--- src/rtl/alu_operand_sequencer_if.sv ---
// Pin-side bundle for the ALU operand sequencer: switches and raw buttons in,
// latched operands, select and status out.
interface alu_operand_sequencer_if;
  logic [7:0] sw;
  logic       btn_next;
  logic       btn_back;
  logic [7:0] op_a;
  logic [7:0] op_b;
  logic [3:0] sel;
  logic       valid;
  logic [1:0] step;
  logic       err;

  modport slave (
    input  sw, btn_next, btn_back,
    output op_a, op_b, sel, valid, step, err
  );

  modport master (
    output sw, btn_next, btn_back,
    input  op_a, op_b, sel, valid, step, err
  );
endinterface

--- src/rtl/alu_operand_sequencer.sv ---
// Walks the user through entering operand A, operand B and an ALU select code
// from slide switches, using two debounced pushbuttons to step forward/back.
module alu_operand_sequencer #(
  parameter int DEBOUNCE_CYCLES = 500000,
  parameter int MAX_SEL         = 12
) (
  input  logic                    clk,
  input  logic                    rst,
  alu_operand_sequencer_if.slave  bus
);

  localparam int                CNT_W    = $clog2(DEBOUNCE_CYCLES + 1);
  localparam logic [CNT_W-1:0]  CNT_LAST = CNT_W'(DEBOUNCE_CYCLES - 1);
  localparam logic [3:0]        SEL_MAX  = 4'(MAX_SEL);

  typedef enum logic [1:0] {
    LOAD_A  = 2'd0,
    LOAD_B  = 2'd1,
    LOAD_OP = 2'd2,
    RUN     = 2'd3
  } step_e;

  logic [1:0] raw_btn;
  logic [1:0] press_evt;
  logic [1:0] fill_q;
  logic       settled;

  assign raw_btn = {bus.btn_back, bus.btn_next};

  // Counts the two cycles the synchronizers need to refill after reset, so a
  // button already held at reset release is seen before it can arm.
  always_ff @(posedge clk or posedge rst) begin
    if (rst) begin
      fill_q <= 2'd0;
    end else if (fill_q != 2'd2) begin
      fill_q <= fill_q + 2'd1;
    end
  end

  assign settled = (fill_q == 2'd2);

  for (genvar i = 0; i < 2; i++) begin : g_btn
    logic             meta_q;
    logic             sync_q;
    logic             deb_q;
    logic             arm_q;
    logic             press_q;
    logic [CNT_W-1:0] cnt_q;

    // A press only counts once the button has been seen released after
    // reset; a press registered here reaches the FSM on the following edge.
    always_ff @(posedge clk or posedge rst) begin
      if (rst) begin
        meta_q  <= 1'b0;
        sync_q  <= 1'b0;
        deb_q   <= 1'b0;
        arm_q   <= 1'b0;
        press_q <= 1'b0;
        cnt_q   <= '0;
      end else begin
        meta_q  <= raw_btn[i];
        sync_q  <= meta_q;
        press_q <= 1'b0;
        if (settled && !sync_q) begin
          arm_q <= 1'b1;
        end
        if (sync_q == deb_q) begin
          cnt_q <= '0;
        end else if (cnt_q == CNT_LAST) begin
          cnt_q   <= '0;
          deb_q   <= sync_q;
          press_q <= sync_q & arm_q;
        end else begin
          cnt_q <= cnt_q + CNT_W'(1);
        end
      end
    end

    assign press_evt[i] = press_q;
  end

  logic       next_evt;
  logic       back_evt;
  step_e      state_q;
  logic [7:0] op_a_q;
  logic [7:0] op_b_q;
  logic [3:0] sel_q;
  logic       valid_q;
  logic       err_q;

  // Simultaneous next and back cancel each other out.
  assign next_evt = press_evt[0] & ~press_evt[1];
  assign back_evt = press_evt[1] & ~press_evt[0];

  // valid is high exactly while the FSM sits in RUN; op_a/op_b/sel are then
  // stable and the ALU result mux may consume sel. There is no ready: the ALU
  // simply follows whatever is presented.
  always_ff @(posedge clk or posedge rst) begin
    if (rst) begin
      state_q <= LOAD_A;
      op_a_q  <= 8'd0;
      op_b_q  <= 8'd0;
      sel_q   <= 4'd0;
      valid_q <= 1'b0;
      err_q   <= 1'b0;
    end else begin
      err_q <= 1'b0;
      if (next_evt) begin
        unique case (state_q)
          LOAD_A: begin
            op_a_q  <= bus.sw;
            state_q <= LOAD_B;
          end
          LOAD_B: begin
            op_b_q  <= bus.sw;
            state_q <= LOAD_OP;
          end
          LOAD_OP: begin
            if (bus.sw[3:0] <= SEL_MAX) begin
              sel_q   <= bus.sw[3:0];
              state_q <= RUN;
              valid_q <= 1'b1;
            end else begin
              err_q <= 1'b1;
            end
          end
          RUN: begin
            state_q <= LOAD_A;
            valid_q <= 1'b0;
          end
          default: state_q <= LOAD_A;
        endcase
      end else if (back_evt) begin
        unique case (state_q)
          LOAD_A:  state_q <= LOAD_A;
          LOAD_B:  state_q <= LOAD_A;
          LOAD_OP: state_q <= LOAD_B;
          RUN: begin
            state_q <= LOAD_OP;
            valid_q <= 1'b0;
          end
          default: state_q <= LOAD_A;
        endcase
      end
    end
  end

  assign bus.op_a  = op_a_q;
  assign bus.op_b  = op_b_q;
  assign bus.sel   = sel_q;
  assign bus.valid = valid_q;
  assign bus.step  = state_q;
  assign bus.err   = err_q;

endmodule

--- src/flat_wrapper.sv ---
// flat-port wrapper written by rule: the top's interface ports become plain ports
module alu_operand_sequencer_flat 
#(
  parameter int DEBOUNCE_CYCLES = 500000,
  parameter int MAX_SEL         = 12
)
  (clk, rst, bus_sw, bus_btn_next, bus_btn_back, bus_op_a, bus_op_b, bus_sel, bus_valid, bus_step, bus_err);
  alu_operand_sequencer_if bus_i ();
  input  logic clk;
  input  logic rst;
  input wire logic [$bits(bus_i.sw)-1:0] bus_sw;
  input wire logic [$bits(bus_i.btn_next)-1:0] bus_btn_next;
  input wire logic [$bits(bus_i.btn_back)-1:0] bus_btn_back;
  output wire logic [$bits(bus_i.op_a)-1:0] bus_op_a;
  output wire logic [$bits(bus_i.op_b)-1:0] bus_op_b;
  output wire logic [$bits(bus_i.sel)-1:0] bus_sel;
  output wire logic [$bits(bus_i.valid)-1:0] bus_valid;
  output wire logic [$bits(bus_i.step)-1:0] bus_step;
  output wire logic [$bits(bus_i.err)-1:0] bus_err;
  assign bus_i.sw = bus_sw;
  assign bus_i.btn_next = bus_btn_next;
  assign bus_i.btn_back = bus_btn_back;
  assign bus_op_a = bus_i.op_a;
  assign bus_op_b = bus_i.op_b;
  assign bus_sel = bus_i.sel;
  assign bus_valid = bus_i.valid;
  assign bus_step = bus_i.step;
  assign bus_err = bus_i.err;
  alu_operand_sequencer #(.DEBOUNCE_CYCLES(DEBOUNCE_CYCLES), .MAX_SEL(MAX_SEL)) u_core (.clk(clk), .rst(rst), .bus(bus_i));
endmodule
--- config.mk ---
export PLATFORM = sky130hd
export DESIGN_NAME = alu_operand_sequencer_flat
export DESIGN_NICKNAME = d
export VERILOG_FILES = /design/src/rtl/alu_operand_sequencer_if.sv /design/src/rtl/alu_operand_sequencer.sv /design/src/flat_wrapper.sv
export SDC_FILE = /design/constraint.sdc
export NUM_CORES = 1
export LEC_CHECK = 0
export CAP_MARGIN = 20
export CORE_MARGIN = 2
export CORE_UTILIZATION = 40
export CTS_CLUSTER_DIAMETER = 100
export CTS_CLUSTER_SIZE = 40
export DETAILED_ROUTE_END_ITERATION = 10
export PLACE_DENSITY = 0.6
export SYNTH_ARGS = -nofsm -noshare
export SYNTH_HDL_FRONTEND = slang
export SYNTH_SLANG_ARGS = --single-unit
--- constraint.sdc ---
create_clock -name clk -period 3.6 [get_ports clk]
set_clock_uncertainty 0.2 [all_clocks]
set_input_delay 0.72 -clock clk [delete_from_list [all_inputs] [get_ports clk]]
set_output_delay 0.72 -clock clk [all_outputs]
set_load 0.05 [all_outputs]
# Word level (Yosys, flattened, before mapping)
# Index checks and enable logic that the tools add are counted.
# word_totals
regBits	74
wordCells	78
romBits	0
n_memories	0
latch_bits	0
ramBits	0
# op_classes
bitwise_logic	8
n_mux	21
reduce_logical	16
addsub	3
eq_ne	10
magnitude_cmp	1
shift	0
mul	0
div_mod_pow	0
# ops
op	count
$mux W19	4
$add A19 B1 Y19 const B	2
$eq A19 B19 Y1 const B	2
$mux W1	11
$reduce_and A2 Y1	5
$pmux W2 S4	1
$eq A2 B2 Y1 const B	3
$mux W2	3
$pmux W2 S3	1
$reduce_bool A2 Y1	3
$and A1 B1 Y1	4
$le A4 B4 Y1 const B	1
$not A1 Y1	4
$reduce_and A4 Y1	1
$ne A3 B3 Y1 const B	1
$reduce_and A3 Y1	1
$add A2 B1 Y2 const B	1
$eq A1 B1 Y1	2
$eq A2 B1 Y1 const B	1
$logic_and A1 B1 Y1	2
$logic_not A1 Y1	2
$logic_not A2 Y1	1
$ne A2 B2 Y1 const B	1
$pmux W1 S2	1
$reduce_or A2 Y1	1

# Depth between registers and ports, before layout
# Gate-level depths: netlist of the first run.
# logic_depth
word_depth	5
mapped_depth	6
depth_no_buf	6

# Worst setup path after synthesis of the first run
# Ideal clock, no wire load.
# synth_timing
path_kind	register to register
start	register u_core.g_btn[1].cnt_q[0]
end	register u_core.g_btn[1].cnt_q[10]
setup_slack_ns	1.478
stages_incl_launch_ff	7
t_required_ns	3.268
t_arrival_ns	1.790
cell_sequence	dfrtp_1 > ha_1 > and4_1 > nand4_1 > o21ai_1 > clkbuf_1 > nor2_1
# synth_between
elab_chain_cells	3
word_cells_on_any_way	4
cone_classes	1 x add/sub; 1 x eq/ne; 2 x mux
# synth_lines
item	line_no	source
start: declaration	alu_operand_sequencer.sv:48	logic [CNT_W-1:0] cnt_q;
start signal: assignment	alu_operand_sequencer.sv:74	cnt_q <= cnt_q + CNT_W'(1);
$add A19 B1 Y19 or $eq A19 B19 Y1 (tied branches)	alu_operand_sequencer.sv:74, alu_operand_sequencer.sv:69	
$mux W19 (*)	alu_operand_sequencer.sv:69	end else if (cnt_q == CNT_LAST) begin
$mux W19 (*)	alu_operand_sequencer.sv:67	if (sync_q == deb_q) begin
# Mark *: on every way between the ends. The rest lies on a longest branch, timed or not.
# A chain may end at the register's enable or synchronous reset.

# Worst setup path after layout of the first run
# layout_timing
start	register u_core.state_q[1], in the netlist u_core.bus.step[1]
end	output port bus_step[1]
# layout_lines
item	line_no	source
start: declaration	alu_operand_sequencer.sv:84	step_e state_q;
start signal: assignment	alu_operand_sequencer.sv:100	state_q <= LOAD_A;
start signal: assignment	alu_operand_sequencer.sv:112	state_q <= LOAD_B;
start signal: assignment	alu_operand_sequencer.sv:116	state_q <= LOAD_OP;
end: declaration	flat_wrapper.sv:18	output wire logic [$bits(bus_i.step)-1:0] bus_step;
# No word-level cell between the ends.

==> results of run 1 <==
==> sequential cells by signal, summed over array words and instances, names as in the netlist <==
signal                count
u_core.g_btn.cnt_q       38
u_core.bus.op_a           8
u_core.bus.op_b           8
u_core.bus.sel            4
u_core.bus.step           2
u_core.fill_q             2
u_core.g_btn.arm_q        2
u_core.g_btn.deb_q        2
u_core.g_btn.meta_q       2
u_core.g_btn.press_q      2
u_core.g_btn.sync_q       2
u_core.bus.err            1
u_core.bus.valid          1
==> stage by stage <==
step | cells | utilization | worst slack, ps
floorplan | 303 | - | 798
global placement | 440 | 0.470 | 1230
detailed placement | 440 | 0.470 | 1200
CTS | 456 | 0.494 | 979
global route | 456 | 0.494 | 930
finish | 456 | 0.494 | 1000
==> report_power, final <==
group	switching (mW)	leakage [nW]	internal (mW)
Combinational	0.0728	0.611	0.0427
Sequential	0.0115	0.962	0.847
Clock	0.304	0.0873	0.317
==> how the worst min path moves through the flow <==
stage,startpoint,end,slack [ps],depth (start not counted)
2_1_floorplan,u_core.g_btn[0].meta_q,u_core.g_btn[0].sync_q,130,0
3_3_place_gp,u_core.g_btn[1].meta_q,u_core.g_btn[1].sync_q,130,0
3_5_place_dp,u_core.g_btn[1].meta_q,u_core.g_btn[1].sync_q,130,0
4_1_cts,u_core.g_btn[1].meta_q,u_core.g_btn[1].sync_q,150,0
5_1_grt,u_core.g_btn[0].meta_q,u_core.g_btn[0].sync_q,160,0
6_report,u_core.g_btn[0].meta_q,u_core.g_btn[0].sync_q,150,0
==> layout make-up <==
| class | count | area share |
|---|---|---|
| tap | 105 | 0.0325 |
| multi-input combinational | 209 | 0.353 |
| inverter | 14 | 0.0130 |
| clock inverter | 7 | 0.0173 |
| clock buffer | 9 | 0.0307 |
| sequential | 74 | 0.458 |
| timing repair buffer | 38 | 0.0954 |
==> per-layer routing <==
| layer | share of wire | GRT usage | wire, um |
|---|---|---|---|
| met2 | 0.43 | 0.213 | 2580 |
| met4 | 0.012 | 0.0476 | 73 |
| met5 | 0 | 0 | 0 |
| met1 | 0.51 | 0.198 | 3090 |
| met3 | 0.047 | 0.0435 | 286 |
==> synth_stat cells, drive strengths merged (3+ instances only) <==
cell / n / area share
and3: 3 / 0.0056
or3: 6 / 0.011
nand2: 20 / 0.022
and4: 3 / 0.0078
inv: 14 / 0.016
mux2: 20 / 0.067
xor2: 7 / 0.018
nor4b: 3 / 0.0078
nand3: 13 / 0.021
ha: 9 / 0.034
a21oi: 12 / 0.018
dfrtp: 74 / 0.55
nor3: 6 / 0.0090
nand4: 8 / 0.017
o21ai: 7 / 0.010
or4: 8 / 0.018
xnor2: 20 / 0.052
nor4: 6 / 0.011
o31ai: 7 / 0.017
clkbuf: 4 / 0.0045
nor2: 33 / 0.037
==> cell families (layout without fill, tap and decap cells) <==
family,Yosys count,count (layout),share of synthesized area
xor+xnor,27,27,0.0705
compound gates,33,33,0.0627
mux,22,22,0.0731
fa+ha+maj,9,9,0.0336
buf+inv,20,68,0.0231
flops,74,74,0.552
simple gates,118,118,0.185
==> metrics.yaml, run 1 <==
timing:
  min_period_over_period: 0.722
  finalHoldViolations: 0
  period_needed_ps: 2600
  drv_slew: 0
  rsz0062_at_grt: "no"
  whs_ps: 151
  slew_headroom: 0.516
  setup_violations: 0
  setup_tns_ps: 0
  worst_pin_slew_ps: 722
  max_freq_mhz: 385
die:
  coreArea_um2: 8180
  die_x_um: 95.6
  start_util: 0.410
  dieArea_um2: 9130
  die_h_um: 95.6
  io_pins: 36
  fp-row-count: 33
global_routing:
  grt_util_all_layers: 0.143
  antenna_found_initial: 0
  grt-ovfl-total: 0
  grt_max_degree: 75
  grt_pass1_wl_mm: 10.1
  first_global_vias: 2136
clock_tree:
  clockBufferDepth: 2
  cts_buffers: 9
  post-cts-setup-buffer-count: 0
  clk_pin_slew_ps: 80
  cts_root_buf: "clkbuf_8"
  cts_max_level: 3
  cts.sinks: 74
  cts_tree: "built"
  clk-insertion-delay-late_ps: 340
  ctsHoldBuffers: 0
  cts_resized: 0
critical_path:
  slowest_stage: "clkdlybuf4s50_1"
  crit_chain: "clkdlybuf4s50_1"
  slowest_delay_ps: 860
  worst_ep_arrival_time_ps: 1680
  worstSetupPathType: "reg -> out"
  r2r_start: "u_core.g_btn[1].cnt_q[0]"
  endpoint_kind: "primary output"
  rr_worst_depth: 6
  cp-endpoint: "bus_step[1]"
  cp-startpoint: "u_core.bus.step[1]"
  cp_max_fo: 7
  cp_top_family: "buffers and inverters"
  cp_data_required_time_ps: 2680
  regToRegSetupSlack_ps: 1190
  worst-path-stages: 1
  r2r-end: "u_core.g_btn[1].cnt_q[18]"
  startpoint_type: "flop"
  crit_buf_inv: 1
place:
  finalWeightedCongestion: 0.781
  detailed_place.area_um2: 3850
  dpl.hpwl_mm: 4.25
  port_buffers: 35
detailed_routing:
  ant_nets: 0
  viasPerCell: 5.04
  route.vias.total: 2297
  drcViolationCount: 0
  routed_wl_mm: 6.02
  drtIter0Drc: 143
  wl_per_cell_um: 13.2
  firstDrtPassIters: 4
pwr:
  cellPowerDensity_nw_per_um2: 395
  vdd_ir_drop_max_uv: 196
  p_total_mw: 1.60
  p_leak_nw: 1.66
synthesis:
  synth_edf_count: 0
  synth_ff_type: "dfrtp_1"
  synth_seq_area_share: 0.552
  synth_nets: 324
  yosysWarnings: 0
  async_flop_share: 1.00
  ys_types: 39
  synth_area_um2: 3350
  synthCells: 303
  ys_ff_latch: 74
  synth_area_per_cell_um2: 11.1
status:
  status: "finished, final reports clean"
finish:
  n_antenna_cell: 0
  syn_to_final_growth_pct: 20.4
  drive_above_1_share: 0.128
  multi_input_area_um2: 1430
  ff_latch_area_um2: 1850
  nNetsFinal: 367
  final_cell_area_um2: 4040
  layout_common_cells: "dfrtp_1, clkdlybuf4s50_1, nor2_1"
  nFillCells: 754
  layout_commonest_cell: "dfrtp_1"
min_path:
  hold_class: "reg -> reg"
job:
  cap_violations: 0
No activity file was read; power rests on OpenSTA's default activity.
==> run 2, diff against run 1 <==
--- a/config.mk
+++ b/config.mk
@@ -11,7 +11,7 @@
 export CTS_CLUSTER_DIAMETER = 100
 export CTS_CLUSTER_SIZE = 40
 export DETAILED_ROUTE_END_ITERATION = 10
-export PLACE_DENSITY = 0.6
+export PLACE_DENSITY = 0.62
 export SYNTH_ARGS = -nofsm -noshare
 export SYNTH_HDL_FRONTEND = slang
 export SYNTH_SLANG_ARGS = --single-unit
==> constraint.sdc (replaced) <==
create_clock -name clk -period 2.2 [get_ports clk]
set_clock_uncertainty 0.2 [all_clocks]
set_input_delay 0.44 -clock clk [delete_from_list [all_inputs] [get_ports clk]]
set_output_delay 0.44 -clock clk [all_outputs]
set_load 0.05 [all_outputs]
==> run 2 against run 1 <==
Worst setup slack got worse by 950 ps. Core utilization rose by 1.9 points. Worst hold slack improved by 4.7 ps. Largest power group unchanged.
==> metrics.yaml, run 2 (synthesis results as in run 1) <==
detailed_routing:
  ant_nets: 0  # unchanged
  wl_per_cell_um: 12.9  # -2.0%
  firstDrtPassIters: 4  # unchanged
  drtIter0Drc: 97  # -32%
  routed_wl_mm: 6.11  # +1.4%
  route.vias.total: 2404  # +4.7%
  drcViolationCount: 0  # unchanged
  viasPerCell: 5.09  # +1.1%
critical_path:
  rr_worst_depth: 4  # -2
  slowest_delay_ps: 800  # -60 ps
  r2r_start: "u_core.g_btn[0].cnt_q[14]"
  worstSetupPathType: "reg -> out"
  regToRegSetupSlack_ps: 140  # -1050 ps
  crit_buf_inv: 1  # unchanged
  cp_top_family: "buffers and inverters"
  endpoint_kind: "primary output"
  crit_chain: "clkdlybuf4s50_1"
  slowest_stage: "clkdlybuf4s50_1"
  cp_max_fo: 2  # -5
  r2r-end: "u_core.g_btn[0].deb_q"
  startpoint_type: "flop"
  worst-path-stages: 1  # unchanged
  cp_data_required_time_ps: 1560  # -1120 ps
  worst_ep_arrival_time_ps: 1510  # -170 ps
place:
  port_buffers: 35  # unchanged
  dpl.hpwl_mm: 4.51  # +6.0%
  dp.cells: 456  # +3.6%
  finalWeightedCongestion: 0.775  # -0.72%
clock_tree:
  clockBufferDepth: 2  # unchanged
  clk_pin_slew_ps: 90  # about the same
  cts_tree: "built"
  ctsHoldBuffers: 0  # unchanged
  cts_root_buf: "clkbuf_8"
  cts_buffers: 9  # unchanged
  post-cts-setup-buffer-count: 0  # unchanged
  cts_max_level: 3  # unchanged
  cts_resized: 0  # unchanged
  clk-insertion-delay-late_ps: 350  # about the same
  cts.sinks: 74  # unchanged
finish:
  syn_to_final_growth_pct: 25.2
  layout_commonest_cell: "dfrtp_1"
  ff_latch_area_um2: 1850  # unchanged
  top_register: "u_core.g_btn.cnt_q"
  n_antenna_cell: 0  # unchanged
  drive_above_1_share: 0.180  # +0.0516
  post-route-util: 0.514  # +0.0194
  fin_cells: 472  # +3.5%
  nNetsFinal: 383  # +4.4%
  multi_input_area_um2: 1430  # +0.53%
  layout_common_cells: "dfrtp_1, nor2_1, clkdlybuf4s50_1"
  largest_register_ffs: 38  # unchanged
  nFillCells: 744  # -1.3%
global_routing:
  grt_max_degree: 19  # -75%
  grt-ovfl-total: 0  # unchanged
  antenna_found_initial: 0  # unchanged
  grt_pass1_wl_mm: 10.6  # +4.0%
  first_global_vias: 2306  # +8.0%
  grt_util_all_layers: 0.148  # +0.00487
timing:
  setup_violations: 0  # unchanged
  period_needed_ps: 2150
  max_freq_mhz: 465
  rsz0062_at_grt: "no"
  finalHoldViolations: 0  # unchanged
  setup_tns_ps: 0  # unchanged
  min_period_over_period: 0.977
  worst_pin_slew_ps: 525  # -196 ps
  drv_slew: 0  # unchanged
  slew_headroom: 0.649  # +0.134
pwr:
  p_int_mw: 1.90  # +57%
  switching_share: 0.265  # +0.0213
  p_sw_mw: 0.682  # +76%
  p_total_mw: 2.58  # +62%
  p_clk_frac: 0.376  # -0.013
  vdd_ir_drop_max_uv: 243  # +24%
  seq_power_share: 0.544  # +0.005
  p_leak_nw: 1.81  # +9.3%
  p_comb_frac: 0.080  # +0.008
  cellPowerDensity_nw_per_um2: 614  # +56%
status:
  status: "finished, final reports clean"
min_path:
  holdPathEnd: "u_core.g_btn[0].sync_q"
  hold_class: "reg -> reg"
  whs_path_depth: 0  # unchanged
  min_from: "u_core.g_btn[0].meta_q"
die:
  start_util: 0.410  # unchanged
  coreArea_um2: 8180  # unchanged
  io_pins: 36  # unchanged
  die_h_um: 95.6  # unchanged
  fp-row-count: 33  # unchanged
  die_x_um: 95.6  # unchanged
  dieArea_um2: 9130  # unchanged
job:
  cap_violations: 0  # unchanged
[run 2: how the worst max path moves through the flow]
stage | from | endpoint | slack, ps
after floorplan | u_core.g_btn[1].cnt_q[0] | u_core.g_btn[1].cnt_q[10] | 80
after global placement | bus_sw[1] | u_core.bus.sel[0] | 120
after detailed placement | bus_sw[1] | u_core.bus.sel[1] | 80
after CTS | u_core.bus.op_b[2] | bus_op_b[2] | 20
after global routing | u_core.bus.op_a[7] | bus_op_a[7] | 0.2
final | u_core.bus.op_a[5] | bus_op_a[5] | 50
[run 2: area by class of cell]
| class | instances | share of cell area |
|---|---|---|
| Sequential cell | 74 | 0.441 |
| Clock inverter | 7 | 0.0143 |
| Timing Repair Buffer | 54 | 0.129 |
| Multi-Input combinational cell | 209 | 0.341 |
| Tap cell | 105 | 0.0313 |
| Inverter | 14 | 0.0134 |
| Clock buffer | 9 | 0.0295 |
[run 2: metal layers]
metal	track usage	vias up	wire [um]
met5	0	-	0
met4	0.0714	0	135
met3	0.0292	12	238
met2	0.227	40	2770
met1	0.200	1158	2970
li1	-	1194	-
[run 2: power by group through the flow]
| stage | Combinational (mW) | Sequential (mW) | Clock, mW |
|---|---|---|---|
| global route | 0.226 | 1.41 | 1.06 |
| global placement | 0.209 | 1.43 | 0 |
| finish | 0.206 | 1.40 | 0.969 |
| CTS | 0.211 | 1.40 | 1.01 |
| floorplan | 0.0605 | 1.48 | 0 |
| detailed placement | 0.210 | 1.43 | 0 |
[run 2: per-stage QoR]
stage / hold slack (ps) / setup slack [ps] / cell area, um2
2_1_floorplan: 131 / 77.8 / 3360
5_1_grt: 160 / 0.197 / 4200
3_5_place_dp: 138 / 79.5 / 3990
4_1_cts: 156 / 17.8 / 4170
3_3_place_gp: 135 / 119 / 3990
6_report: 155 / 51.1 / 4200
==> patch 1: new RTL, config.mk and constraints of run 1 <==
`DEBOUNCE_CYCLES` is set to 500000 in 2 places; all go to 125000.
--- a/src/rtl/alu_operand_sequencer.sv
+++ b/src/rtl/alu_operand_sequencer.sv
@@ -1,7 +1,7 @@
 // Walks the user through entering operand A, operand B and an ALU select code
 // from slide switches, using two debounced pushbuttons to step forward/back.
 module alu_operand_sequencer #(
-  parameter int DEBOUNCE_CYCLES = 500000,
+  parameter int DEBOUNCE_CYCLES = 125000,
   parameter int MAX_SEL         = 12
 ) (
   input  logic                    clk,
--- a/src/flat_wrapper.sv
+++ b/src/flat_wrapper.sv
@@ -1,7 +1,7 @@
 // flat-port wrapper written by rule: the top's interface ports become plain ports
 module alu_operand_sequencer_flat 
 #(
-  parameter int DEBOUNCE_CYCLES = 500000,
+  parameter int DEBOUNCE_CYCLES = 125000,
   parameter int MAX_SEL         = 12
 )
   (clk, rst, bus_sw, bus_btn_next, bus_btn_back, bus_op_a, bus_op_b, bus_sel, bus_valid, bus_step, bus_err);
Formal check against the unedited RTL: no difference found for any inputs over 10 cycles, from zero or initial values and one cycle with rst high; that may be too few to reach the edited logic, so the function may still have changed.
==> patch 1 against run 1 <==
First-iteration DRC count is 21% lower. Power is 2.1% higher. Die area is 5.2% lower. Critical endpoint is now bus_step[0]. Global-route usage is 0.63 points higher. Routed wire length is 5.3% lower. Sequential cell count is 4 lower. Area after synthesis is 5.4% lower. Highest routed layer unchanged. Final area is 4.3% lower. Setup slack better by 0.013 ns.
==> patch 1: results (changes against run 1) <==
| Metric | Value |
|---|---|
| CP arrival | `1.66 ns (was 1.68 ns)` |
| Final Non-Filler Cells | `428 (was 456)` |
| Top cells by count, synth | `dfrtp_1 (70), nor2_1 (32), mux2_2 (19) (was dfrtp_1 (74), nor2_1 (33), mux2_2 (20), nand2_1 (20), xnor2_1 (20))` |
| Final net count | `342 (was 367)` |
| Multi-input gate share of total cell area | `0.350 (was 0.353)` |
| Design area | `3870 um2 (was 4040 um2)` |
| Fmax | `387 MHz (was 385 MHz)` |
| R2r setup slk | `1.35 ns (was 1.19 ns)` |
| Max FFs per register | `34 (was 38)` |
| Global Route Usage Sum | `0.149 (was 0.143)` |
| Final clock-cell share | `0.0570 (was 0.0480)` |
| WL met2 | `2.68 mm (was 2.58 mm)` |
| Multi-In Gates | `192 (was 209)` |
| Met3 wire len | `169 um (was 286 um)` |
| FFs & Latches | `70 (was 74)` |
| Worst setup path end | `bus_step[0] (was bus_step[1])` |
| Vias in the first global route | `2,191 (was 2,136)` |
| Max_slew headroom | `0.405 (was 0.516)` |
| Routability cong. | `0.764 (was 0.781)` |
| Top post-synthesis cells by area | `dfrtp_1 (55%), mux2_2 (6.7%), xor2_1 (4.7%), nor2_1 (3.8%), ha_1 (3.5%) (was dfrtp_1 (55%), mux2_2 (6.7%), xnor2_1 (5.2%), nor2_1 (3.7%), ha_1 (3.4%))` |
| Post-place setup slack | `1.15 ns (was 1.20 ns)` |
| Adder and majority gate portion of the synthesized area | `0.0355 (was 0.0336)` |
| Critical Path Source | `u_core.bus.step[0] (was u_core.bus.step[1])` |
| Proportion of layout cells with a drive suffix above 1 | `0.138 (was 0.128)` |
| Status | `complete, no violations (unchanged)` |
| Sequential power share | `0.501 (was 0.539)` |
| Buffering overhead | `0.0958 (was 0.0954)` |
| Sw Pwr | `389 uW (was 388 uW)` |
| Met3 Usage GRT | `0.0435 (about the same)` |
| Placed Instances | `412 (was 440)` |
| Register area share after synthesis | `0.552 (about the same)` |
| Area share of xor/xnor cells in the synthesized design | `0.0773 (was 0.0705)` |
| Comb pwr | `120 uW (was 115 uW)` |
==> patch 1: changes by cell type in the layout (fill, tap and decap cells not counted), moves of 4 or more <==
cell and delta:
nand4_1 +5, a21oi_1 -6, xnor2_1 -9, o31ai_1 -4, dfrtp_1 -4, xor2_1 +10, or4_1 -7, clkinvlp_4 -4
==> patch 1: worst min-delay path by stage <==
stage,from,to,slack (ns),depth (start not counted)
after floorplan,u_core.g_btn[0].meta_q,u_core.g_btn[0].sync_q,0.13,0
after global placement,u_core.g_btn[1].meta_q,u_core.g_btn[1].sync_q,0.14,0
after detailed placement,u_core.g_btn[1].meta_q,u_core.g_btn[1].sync_q,0.15,0
after CTS,u_core.g_btn[1].meta_q,u_core.g_btn[1].sync_q,0.17,0
after global routing,u_core.g_btn[1].meta_q,u_core.g_btn[1].sync_q,0.19,0
final,u_core.g_btn[1].meta_q,u_core.g_btn[1].sync_q,0.17,0
==> patch 2: new RTL, settings of run 1 <==
Made on the original files. Reset style: synchronous (`rst`), changed in 3 clocked blocks.
--- a/src/rtl/alu_operand_sequencer.sv
+++ b/src/rtl/alu_operand_sequencer.sv
@@ -29,7 +29,7 @@
 
   // Counts the two cycles the synchronizers need to refill after reset, so a
   // button already held at reset release is seen before it can arm.
-  always_ff @(posedge clk or posedge rst) begin
+  always_ff @(posedge clk) begin
     if (rst) begin
       fill_q <= 2'd0;
     end else if (fill_q != 2'd2) begin
@@ -49,7 +49,7 @@
 
     // A press only counts once the button has been seen released after
     // reset; a press registered here reaches the FSM on the following edge.
-    always_ff @(posedge clk or posedge rst) begin
+    always_ff @(posedge clk) begin
       if (rst) begin
         meta_q  <= 1'b0;
         sync_q  <= 1'b0;
@@ -95,7 +95,7 @@
   // valid is high exactly while the FSM sits in RUN; op_a/op_b/sel are then
   // stable and the ALU result mux may consume sel. There is no ready: the ALU
   // simply follows whatever is presented.
-  always_ff @(posedge clk or posedge rst) begin
+  always_ff @(posedge clk) begin
     if (rst) begin
       state_q <= LOAD_A;
       op_a_q  <= 8'd0;
Check against the original RTL: no difference found for any inputs over 10 cycles, from zero or initial values and one cycle with rst high; that may be too few to reach the edited logic, so the function may still have changed.
==> patch 2 against run 1 <==
Sequential share of layout area down 6.5 points. Count of clock-buffer cells in the layout up 2. Final area down 6.8%. Power up 2.1%. Die area down 7.2%. Setup slack better by 0.058 ns. Clock power up 13%. Routed wire length up 2.8%. Sequential cell count unchanged. Fmax up 2.3%. Area after synthesis down 7.5%. First-iteration DRC count down 38%. Non-clock buffer count unchanged. Largest cell class is now multi-input gates. Hold slack better by 0.089 ns.
==> patch 2: results (changes against run 1) <==
| Metric | Value |
|---|---|
| First-pass GRT wire length | `10.7 mm (was 10.1 mm)` |
| WL met2 | `2.69 mm (was 2.58 mm)` |
| HPWL Detailed | `4.35 mm (was 4.25 mm)` |
| Vias in the first global route | `2,359 (was 2,136)` |
| M1 WL | `3.12 mm (was 3.09 mm)` |
| Top post-synthesis cells by area | `dfxtp_1 (48%), nor2_1 (5.8%), a21oi_1 (4.8%), xnor2_1 (4.8%), nand3_1 (4.7%) (was dfrtp_1 (55%), mux2_2 (6.7%), xnor2_1 (5.2%), nor2_1 (3.7%), ha_1 (3.4%))` |
| Final Non-Filler Cells | `499 (was 456)` |
| CP max stage delay | `0.84 ns (was 0.86 ns)` |
| Mapped Cells | `355 (was 303)` |
| Status | `complete, no violations (unchanged)` |
| Peak fanout along the critical path | `6 (was 7)` |
| Asr flop ratio synth | `0 (was 1.00)` |
| 1st-iter DRT viols | `88 (was 143)` |
| Distinct cell type count after synthesis | `41 (was 39)` |
| LEAKAGE | `1.19 nW (was 1.66 nW)` |
| Grt met1 use | `0.217 (was 0.198)` |
| Routability cong. | `0.802 (was 0.781)` |
| Proportion of layout cells with a drive suffix above 1 | `0.0579 (was 0.128)` |
| Max_slew headroom | `0.489 (was 0.516)` |
| Compound-cell area share of the yosys netlist | `0.0851 (was 0.0627)` |
| Placed standard-cell area | `3550 um2 (was 3850 um2)` |
| Post-place setup slack | `1.11 ns (was 1.20 ns)` |
| Met3 Usage GRT | `0.0304 (was 0.0435)` |
| CP arrival | `1.62 ns (was 1.68 ns)` |
| Fillers | `757 (was 754)` |
| Vias | `2,513 (was 2,297)` |
| Post-synthesis mux area share | `0.00968 (was 0.0731)` |
| Final net count | `413 (was 367)` |
| Total Wirelength | `6.19 mm (was 6.02 mm)` |
| Global Route Usage Sum | `0.154 (was 0.143)` |
==> patch 2: cell count changes in the layout (fill, tap and decap cells not counted), sizes merged, moves of 4 or more <==
cell / run 1 / this run
a21oi: 12 / 30
dfrtp: 74 / 0
dfxtp: 0 / 74
inv: 14 / 10
mux2: 20 / 0
nand2: 20 / 32
nand3: 13 / 29
nand4: 8 / 13
nor2: 33 / 48
nor3: 6 / 10
o31ai: 7 / 1
xor2: 7 / 13
==> patch 2: worst paths after layout <==
kind	from	end	slack [ns]	cells after the start
min	u_core.g_btn[1].meta_q	u_core.g_btn[1].sync_q	0.24	1
max reg2reg	u_core.g_btn[1].cnt_q[9]	u_core.g_btn[1].cnt_q[3]	1.16	4
max	u_core.bus.step[0]	bus_step[0]	1.06	1
min reg2reg	u_core.g_btn[1].meta_q	u_core.g_btn[1].sync_q	0.24	1
==> patch 2: kinds of logic (layout without fill, tap and decap cells) <==
| group | after synthesis | in the layout |
|---|---|---|
| adders and majority gates | 9 | 9 |
| xor gates and xnor gates | 30 | 30 |
| AOI/OAI and AO/OA | 47 | 47 |
| buffers and inverters | 22 | 64 |
| and+or+nand+nor | 170 | 170 |
| DFF | 74 | 74 |
| muxes | 3 | 3 |
==> patch 2: layout make-up <==
class	count	area, um2	share of cell area
multi-input cells	259	1530	0.406
flip-flops and latches	74	1480	0.393
repair buffers	38	373	0.0990
clock buffers	11	141	0.0375
well taps	102	128	0.0339
clock inverters	5	77.6	0.0206
inverters	10	37.5	0.00996
==> patch 2: where the power goes <==
group | leakage [nW] | internal, mW | switching, mW
Combinational | 0.484 | 0.0369 | 0.0422
Sequential | 0.598 | 0.839 | 0.0115
Clock | 0.109 | 0.407 | 0.292
